[src/rtl/prbs8_pkg.sv]
// prbs8_pkg: shared definitions for the PRBS-8 receive checker.
//   PRBS8_TAPS : feedback taps of x^8+x^4+x^3+x^2+1 (bits 4,3,2,0 of the history)
//   chk_state_e: checker FSM states
//   SEG_BLANK  : all segments off (active-low)
//   SEG_HEX    : hex digit -> active-low 7-seg pattern, bit0 = a .. bit6 = g
package prbs8_pkg;

  localparam logic [7:0] PRBS8_TAPS = 8'b0001_1101;

  typedef enum logic {
    SYNC  = 1'b0,
    CHECK = 1'b1
  } chk_state_e;

  localparam logic [6:0] SEG_BLANK = 7'h7F;

  localparam logic [6:0] SEG_HEX [16] = '{
    7'h40, 7'h79, 7'h24, 7'h30, 7'h19, 7'h12, 7'h02, 7'h78,
    7'h00, 7'h10, 7'h08, 7'h03, 7'h46, 7'h21, 7'h06, 7'h0E
  };

endpackage

[src/rtl/hex_to_seg7.sv]
// hex_to_seg7: combinational hex digit to active-low 7-segment decoder.
//   hex : 4-bit digit value
//   seg : segment pattern, active-low, bit0 = a .. bit6 = g
module hex_to_seg7
  import prbs8_pkg::*;
(
  input  logic [3:0] hex,
  output logic [6:0] seg
);

  // An undriven/unknown digit shows as blank rather than a bogus numeral.
  always_comb begin
    seg = SEG_BLANK;
    for (int i = 0; i < 16; i++) begin
      if (hex == 4'(i)) seg = SEG_HEX[i];
    end
  end

endmodule

[config.mk]
export PLATFORM = sky130hd
export DESIGN_NAME = hex_to_seg7
export DESIGN_NICKNAME = d
export VERILOG_FILES = /design/src/rtl/prbs8_pkg.sv /design/src/rtl/hex_to_seg7.sv
export SDC_FILE = /design/constraint.sdc
export NUM_CORES = 1
export LEC_CHECK = 0
export CAP_MARGIN = 15
export CORE_AREA = 2 2 39 41
export DETAILED_ROUTE_END_ITERATION = 10
export DIE_AREA = 0 0 41 43
export PLACE_DENSITY = 0.41
export SYNTH_ARGS = -nofsm -noshare
export SYNTH_HDL_FRONTEND = slang
export SYNTH_SLANG_ARGS = --single-unit
[constraint.sdc]
create_clock -name vclk -period 1.05
set_input_delay 0.21 -clock vclk [all_inputs]
set_output_delay 0.21 -clock vclk [all_outputs]
set_load 0.03 [all_outputs]
==> results.cfg <==
[outcome]
outcome = complete, but fails checks
violations = setup timing

[critical_path]
path_cells = buf_6 -> buf_8 -> nor3b_4 -> a211oi_2 -> a21oi_4 -> buf_6
cp_max_fo = 6
slowest_delay_ns = 0.28
cpMostUsedCell = buf_6
worst-setup-path-type = in2out
worstPathRequired_ns = 0.84
cp-end-kind = primary output
cpMaxStageDelayCell = nor3b_4
startpoint_type = primary input
cp.arrival_ns = 1.06

[worst_hold_path]
min-delay-start = hex[0]
hold_end = seg[2]
hold_path_class = in2out
hold_depth = 4

[cells_and_area]
syn2layout_area_growth_pct = 186.2
fillCellCount = 148
drive_gt1_frac = 0.8393
mostFrequentLayoutCells = 12 x buf_4, 11 x buf_6, 3 x a21oi_4, 3 x buf_8
clockBufferCount = 0
register_area_um2 = 0
final_common_cell = buf_4
final_nets = 62
diodes = 0
design.seq.count = 0

[sta]
finalMaxSlewViolations = 0
finalCritPeriodShare = 1.214
rsz0062_at_grt = yes
fin_ws_ns = -0.2246
worst_slew_pin_slew_ns = 0.2617
hold_violations = 0
period_minus_slack_ns = 1.275
finalSetupTns_ns = -1.282
timing.slew.headroom = 0.8253
fmax_mhz = 784.6
setup_violations = 7
holdWs_ns = 0.8756

[detailed_routing]
vias = 334
antenna_left = 0
via_per_inst = 4.639
wirelength_um = 819
wl_per_cell_um = 11.38
drt_first_pass_iters = 3
detail_route.iter0.violations = 1
drc = 0

[grt]
grt_overflow_total = 0
antenna_found_initial = 0
grtUsageTotal = 0.1119
grt_pass1_wl_mm = 1.469
grt_max_degree = 8
grt_pass1_vias = 351

[clock_tree]
cts_hold_buf = 0

[yosys]
syn-cell-area_um2 = 209.0
synth_seq_area_share = 0
ys_warn_count = 0
synth_top_area_frac = 0.1198
synth.distinct_cells = 20
syn_inst = 30
yosys.area.top_type = a21oi_1
synthesis.nets = 34
yosys-top-cells-area = a21oi_1 12%, buf_6 11%, o21ai_0 7.2%, o2bb2ai_2 7.2%, nor3b_2 6.0%
syn_area_per_cell_um2 = 6.965

[power]
pwr-share-seq = 0
leakagePower_nw = 0.2549
intPower_uw = 163.2
power_frac_comb = 1.000
p_sw_uw = 152.9
sw_frac_of_total = 0.4838
clockPowerShare = 0
p_per_area_nw_per_um2 = 528.5
power_uw = 316.1
irDropWorstVdd_uv = 223.6

[placement]
io_buffers = 11
hpwlAfterDp_um = 519.5
gp_congestion = 0.7120

[floorplan]
die_area_um2 = 1763
rows = 14
die_y_um = 43
ioPinCount = 11
start_util = 0.1510
core_um2 = 1384
die_w_um = 41

[flow_run]
maxCapViolations = 0
[synth_stat cells]
library cell / n
a21oi_1: 5
o21ai_0: 3
buf_6: 2
inv_1: 2
nor2_1: 2
nor3_1: 2
a211oi_1: 1
a21o_2: 1
a311o_1: 1
and2_4: 1
and3b_1: 1
buf_4: 1
inv_2: 1
maj3_2: 1
nand2_1: 1
nor3b_2: 1
nor4_1: 1
o2bb2ai_1: 1
o2bb2ai_2: 1
xnor2_1: 1
[repair_timing]
| action | CTS | global route |
|---|---|---|
| setup buffers | 4 | 0 |
| gates resized for setup | 39 | 4 |
| endpoints found under the setup margin | 7 | 7 |
| cloned | 1 | 0 |
| pin swaps | 8 | 6 |
[worst max path at each step]
stage                         to  startpoint  cells past startpoint  slack (ns)
after global placement    seg[6]      hex[2]                      5       -0.66
final                     seg[1]      hex[3]                      6       -0.22
after floorplan           seg[6]      hex[2]                      3       -0.07
after CTS                 seg[3]      hex[1]                      6       -0.23
after detailed placement  seg[6]      hex[2]                      5       -0.67
after global routing      seg[1]      hex[3]                      6       -0.26
[metrics by stage]
stage	setup WS, ns	utilization	instance area, um^2	std cells
after global placement	-0.6622	0.3300	456.7	67
after CTS	-0.2263	0.4204	581.8	72
after floorplan	-0.07455	-	292.8	30
after detailed placement	-0.6691	0.3300	456.7	67
after global routing	-0.2619	0.4322	598.1	72
final	-0.2246	0.4322	598.1	72
[critical path, delay by kind of cell]
| kind | cells | cell delay [ns] |
|---|---|---|
| simple gates | 1 | 0.28 |
| buf+inv | 3 | 0.36 |
| compound gates | 2 | 0.21 |
[area by class of cell]
class	count	area [um^2]	share of cell area
multi-input cells	24	275.3	0.4603
repair buffers	29	289.0	0.4833
inverters	3	13.76	0.02301
well taps	16	20.02	0.03347
[power groups by stage]
stage               sequential (mW)  clock [mW]  combinational (mW)
floorplan                         0           0               0.161
global placement                  0           0               0.246
detailed placement                0           0               0.247
CTS                               0           0               0.310
global route                      0           0               0.334
finish                            0           0               0.316
[cell families (layout without fill, tap and decap cells)]
kind of cell    count (synthesis)  in the layout  synth area share
simple gates                    9              9            0.2755
buf+inv                         6             32            0.1976
compound gates                 13             13            0.4311
fa+ha+maj                       1              1           0.05389
xor+xnor                        1              1           0.04192
[layer usage]
layer,up-vias,GRT usage,wire length (um)
met5,-,0,0
met4,0,0.03333,10
met3,2,0.005236,22
met2,8,0.1875,433
met1,161,0.1456,352
li1,163,-,-
Note: power is estimated with default switching activity, not from simulation.
